==> src/rtl/job_scheduler.sv <==
// job_scheduler: round-robin launcher sharing one accumulate controller among NREQ requesters (ready-wait timeout under SCHED_TIMEOUT_EN)
module job_scheduler #(
  parameter int NREQ = 4,
  parameter int CNT_LEN = 9,
  parameter int TO_CYC = 16
) (
  input  logic                    clk,
  input  logic                    rst,
  input  logic [NREQ-1:0]         req,
  input  logic                    ready,
  output logic                    start,
  output logic                    cntDone,
  output logic [NREQ-1:0]         gnt,
  output logic [$clog2(NREQ)-1:0] gnt_id,
  output logic [NREQ-1:0]         done,
  output logic                    busy,
  output logic                    err
);
  localparam int IW = $clog2(NREQ);
  typedef enum logic [2:0] {FLUSH, IDLE, LAUNCH, RUN, WAIT} state_t;
  state_t state, nxt;
  logic [7:0] cnt;
  logic [IW-1:0] ptr, pick, idx;
  logic [NREQ-1:0] oh;
  logic to, cnt_en, last;
  if (NREQ < 2 || NREQ > 8 || CNT_LEN < 1 || CNT_LEN > 255 || TO_CYC < 1 || TO_CYC > 255) begin : g_bad_param
    $error("job_scheduler: parameter out of range");
  end
`ifdef SCHED_TIMEOUT_EN
  assign to = state == WAIT && !ready && cnt == 8'(TO_CYC);
  assign cnt_en = 1'b1;
`else
  assign to = 1'b0;
  assign cnt_en = state != WAIT;
`endif
  assign last = state == RUN && cnt == 8'(CNT_LEN - 1);
  assign oh = NREQ'(1) << gnt_id;
  always_comb begin
    pick = ptr;
    idx = '0;
    for (int i = NREQ - 1; i >= 0; i--) begin
      idx = IW'((int'(ptr) + i) % NREQ);
      if (req[idx]) pick = idx;
    end
  end
  always_comb begin
    nxt = state == FLUSH  ? (cnt == 8'd2 ? IDLE : FLUSH) :
          state == IDLE   ? (|req ? LAUNCH : IDLE) :
          state == LAUNCH ? RUN :
          state == RUN    ? (last ? WAIT : RUN) :
          state == WAIT   ? (ready ? IDLE : to ? FLUSH : WAIT) : FLUSH;
  end
  always_ff @(posedge clk) begin
    if (rst) begin
      state <= FLUSH;
      cnt <= '0;
      ptr <= '0;
      gnt_id <= '0;
    end else begin
      state <= nxt;
      cnt <= nxt != state ? '0 : cnt_en ? cnt + 8'd1 : cnt;
      if (state == IDLE && |req) gnt_id <= pick;
      if (state == WAIT && (ready || to)) ptr <= gnt_id == IW'(NREQ - 1) ? '0 : gnt_id + 1'b1;
    end
  end
  assign start = state == LAUNCH;
  assign cntDone = state == FLUSH || last;
  assign gnt = (state == LAUNCH || state == RUN || state == WAIT) ? oh : '0;
  assign done = (state == WAIT && ready) ? oh : '0;
  assign busy = state != IDLE;
  assign err = to;
endmodule

==> config.mk <==
export PLATFORM = sky130hd
export DESIGN_NAME = job_scheduler
export DESIGN_NICKNAME = d
export VERILOG_FILES = /design/src/rtl/job_scheduler.sv
export SDC_FILE = /design/constraint.sdc
export NUM_CORES = 1
export LEC_CHECK = 0
export CORE_ASPECT_RATIO = 1.1
export CORE_UTILIZATION = 30
export DETAILED_ROUTE_END_ITERATION = 6
export GPL_TIMING_DRIVEN = 0
export SLEW_MARGIN = 15
export SYNTH_ARGS = -nofsm -noshare
export SYNTH_HDL_FRONTEND = slang
export SYNTH_SLANG_ARGS = --single-unit
export TNS_END_PERCENT = 50
==> constraint.sdc <==
create_clock -name clk -period 2.3 [get_ports clk]
set_input_delay 0.46 -clock clk [delete_from_list [all_inputs] [get_ports clk]]
set_output_delay 0.46 -clock clk [all_outputs]
set_load 0.01 [all_outputs]
==> results of run 1 <==
-- report_power, final --
group | total (W) | switching [W] | internal, W
sequential | 0.000338 | 0.0000360 | 0.000302
combinational | 0.000534 | 0.000288 | 0.000245
clock | 0.000155 | 0.0000907 | 0.0000647
total | 0.00103 | 0.000415 | 0.000612
-- cell families after synthesis --
kind of cell,after synthesis
other cells,1
compound gates,22
xor+xnor,7
simple gates,61
buf+inv,17
flops,15
fa+ha+maj,7
-- per-stage QoR --
| stage | instances | utilization, % | hold WS [ns] | instance area, sq um |
|---|---|---|---|---|
| CTS | 202 | 40.4 | 0.481 | 1350 |
| global route | 202 | 40.7 | 0.513 | 1360 |
| global placement | 196 | 38.6 | 0.458 | 1280 |
| floorplan | 130 | - | 0.440 | 1040 |
| finish | 202 | 40.7 | 0.477 | 1360 |
| detailed placement | 196 | 38.6 | 0.464 | 1280 |
-- critical path, stage by stage, from the launching register on --
cell	delay (ns)
dfxtp_2	0.35
inv_2	0.08
ha_1	0.15
nor4b_4	0.23
and3_4	0.23
a21oi_1	0.06
nor2_1	0.10
clkdlybuf4s15_1	0.24
-- per-layer routing --
metal  vias to the layer above  global-route usage (%)  routed length [um]
met5                         -                       0                   0
met4                         0                    5.36                  24
met3                         4                    1.82                  46
met2                        12                    23.3                1150
met1                       432                    17.8                1080
li1                        494                       -                   -
-- sequential cells by signal (all words and copies together), names as in the netlist --
| signal | flops |
|---|---|
| gnt_id | 2 |
| cnt | 8 |
| ptr | 2 |
| state | 3 |
-- path summary, 6_finish.rpt --
path         endpoint    from
min            ptr[0]  ptr[0]
max           cntDone  cnt[0]
max reg2reg    cnt[0]  cnt[0]
min reg2reg    ptr[0]  ptr[0]
-- cells in the mapped netlist (all sizes together) (3+ instances only) --
cell type and number:
xor2 3, dfxtp 15, nor2 14, a21oi 13, nor2b 4, and3 5, inv 11, nand2b 3
nor3b 4, nand2 13, buf 6, ha 7, nand3 3, nor3 3, xnor2 4
-- layout make-up --
cell class,count,share of cell area [%]
Clock buffer,3,1.66
Clock inverter,1,0.369
Sequential cell,15,22.3
Multi-Input combinational cell,98,51.2
Timing Repair Buffer,20,13.7
Tap cell,48,4.43
Buffer,6,3.23
Inverter,11,3.05
-- cell usage in the layout, fill, tap and decap left out, types with 2 or more instances in the layout --
cell / count
clkbuf_4: 3
clkdlybuf4s50_1: 9
buf_6: 2
nor4_1: 2
nand4_1: 2
dlygate4sd2_1: 8
and3_1: 4
nor3b_1: 2
nor3_1: 3
a221oi_1: 2
nand2_1: 13
xor2_1: 3
or3_1: 2
a21oi_1: 11
nand3_1: 3
nor2_1: 13
nand2b_1: 3
dfxtp_2: 2
nor2b_1: 4
a21oi_2: 2
ha_1: 7
xnor2_1: 4
buf_4: 3
buf_2: 2
dfxtp_1: 13
inv_1: 10
-- what timing repair did --
item / in CTS / in global routing
resized for setup: 16 / 5
endpoints found under the setup margin: 9 / 1
buffers inserted: 2 / 0
==> results.rst, run 1 <==
.. list-table::
   :header-rows: 1

   * - Metric
     - Value
   * - Xor and xnor area share after synthesis
     - 5.87%
   * - Mean area per synthesized cell
     - around 8.0 sq um
   * - CTS Buf Count
     - 3
   * - Number of clock sinks
     - 15
   * - Number of enable-type register cells in the synthesized netlist
     - 0
   * - Port Buffer Count
     - 18
   * - Number of buffers inserted for hold repair after clock tree synthesis
     - 0
   * - Area share of fa/ha/maj cells after synthesis
     - 8.38%
   * - Type of element launching the critical path
     - flop
   * - Startpoint-to-endpoint class of the critical path
     - reg2out
   * - Total area of multi-input combinational cells
     - ~700 sq um
   * - Simple logic cell fraction of the synthesized area
     - approximately a third
   * - Data required time at the worst endpoint
     - roughly 1.8 ns
   * - Layout fillers
     - 350
   * - Share of the synthesized area in the top cell type
     - between 20 and 30%
   * - Dominant register cell in the synthesized netlist
     - dfxtp_1
   * - First-pass GRT wire length
     - around 4000 um
   * - Gate count after technology mapping
     - 130
   * - Cell Area, Synth
     - around 1000 sq um
   * - Total DRC errors in the routed layout
     - 0
   * - Post-route setup TNS
     - 0 ns
   * - Share of flip-flops with an asynchronous set or reset after synthesis
     - 0%
   * - Arr. time, crit path
     - 1.73 ns
   * - Final layout net count
     - between 150 and 200
   * - # IOs
     - 21
   * - Remaining global-route overflow
     - 0
   * - Clock slew at the register clock pins of the worst setup and hold paths
     - approximately 0.1 ns
   * - FF+latch area
     - 303 sq um
   * - Sum of net half-perimeters after detailed placement
     - between 1500 and 2000 um
   * - Fmax achieved
     - ~0.46 GHz
   * - Endpoint type of the worst setup path
     - primary output
   * - Initial DRC Count
     - 22
   * - Deepest clock path buffer count
     - 2
   * - Warning count from the yosys run
     - 0
   * - Pwr Density
     - roughly 760 nW/um^2
   * - Number of H-tree levels
     - 1
   * - Chip Width
     - 58.3 um
   * - Antenna violations before repair
     - 0
   * - Maximum fanout encountered on the critical timing path
     - 4
   * - Effective utilization at floorplan
     - between 30% and 40%
   * - Antenna Violating Nets Remaining
     - 0
   * - Routed vias
     - 942
   * - Row count
     - 22
   * - TritonCTS clock tree
     - done
   * - Synth top area cells
     - dfxtp_1 (29%), ha_1 (8.4%), a21oi_1 (5.3%)
   * - Outcome
     - finished, final reports clean
   * - Number of detailed-routing iterations run before antenna repair
     - 4
   * - Syn-to-layout area delta
     - 29.7%
   * - Clock skew after layout
     - a little under 0.01 ns
   * - Combinational family with the most area after synthesis
     - simple AND/OR/NAND/NOR gates
   * - Ratio of final minimum period to clock period
     - a little over nine tenths
   * - Die area
     - 3720 sq um
   * - Total routing usage reported by global routing
     - between 10 and 15%
   * - Number of distinct library cells after synthesis
     - 37
   * - Tmin final
     - 2.19 ns
   * - Area of the core region
     - about 3300 sq um
   * - Power after layout
     - between 0.001 and 0.0015 W
   * - RSZ-0062 raised after global routing
     - false
   * - Clock tree root buffer cell
     - clkbuf_4
   * - Mux contribution to synthesized area
     - 0%
   * - Synthesized Nets
     - about 140
   * - Later-pin clock latency in the skew report
     - 0.29 ns
   * - Setup slack of the critical path after layout
     - about 0.11 ns
   * - Pin count of the biggest net entering global routing
     - 11
   * - Final setup vio count
     - 0
   * - Post-placement worst setup slack
     - -0.0212 ns
   * - Routed Wire Length
     - about 2300 um
   * - Number of synthesized register bits
     - 15
   * - Number of instances on the worst hold path
     - 2
   * - R2R Setup Slk
     - between 0.6 and 0.7 ns
   * - Path type of the worst min-delay path
     - reg2reg
   * - Static power due to leakage
     - between 0.5 and 0.6 nW
   * - Fraction of final layout cells with drive strength greater than 1
     - 16.9%
   * - Maximum capacitance violations
     - 0
   * - Final Hold Viols
     - 0
   * - Largest area contributor in the synthesized netlist
     - dfxtp_1
   * - Vertical die dimension
     - ~64 um
   * - Routed len/inst
     - 11.4 um
   * - Fraction of the mapped netlist area in compound gates
     - between 10% and 20%
   * - RePlAce Congestion
     - between 0.8 and 0.9
   * - Antenna cells
     - 0
   * - Depth of the worst register-to-register path
     - 7
   * - Vias in the first global route
     - slightly below 1,000
   * - Max IR drop VDD
     - between 0.0003 and 0.0004 V
   * - Sequential fraction of the synthesis area
     - 28.7%
   * - Via density
     - ~4.7
   * - Max-slew violation count
     - 0
(Power assumes the default switching activity.)
==> run 2, diff against run 1 <==
--- a/config.mk
+++ b/config.mk
@@ -9,6 +9,7 @@
 export CORE_UTILIZATION = 30
 export DETAILED_ROUTE_END_ITERATION = 6
 export GPL_TIMING_DRIVEN = 0
+export HOLD_SLACK_MARGIN = 0.02
 export SLEW_MARGIN = 15
 export SYNTH_ARGS = -nofsm -noshare
 export SYNTH_HDL_FRONTEND = slang
==> results of run 2 <==
The final DEF is identical to that of run 1; final timing and power are the same.
==> run 3, diff against run 2 <==
--- a/config.mk
+++ b/config.mk
@@ -7,6 +7,7 @@
 export LEC_CHECK = 0
 export CORE_ASPECT_RATIO = 1.1
 export CORE_UTILIZATION = 30
+export CTS_CLUSTER_SIZE = 16
 export DETAILED_ROUTE_END_ITERATION = 6
 export GPL_TIMING_DRIVEN = 0
 export HOLD_SLACK_MARGIN = 0.02
==> results of run 3 <==
The final DEF is identical to that of run 1; final timing and power are the same.
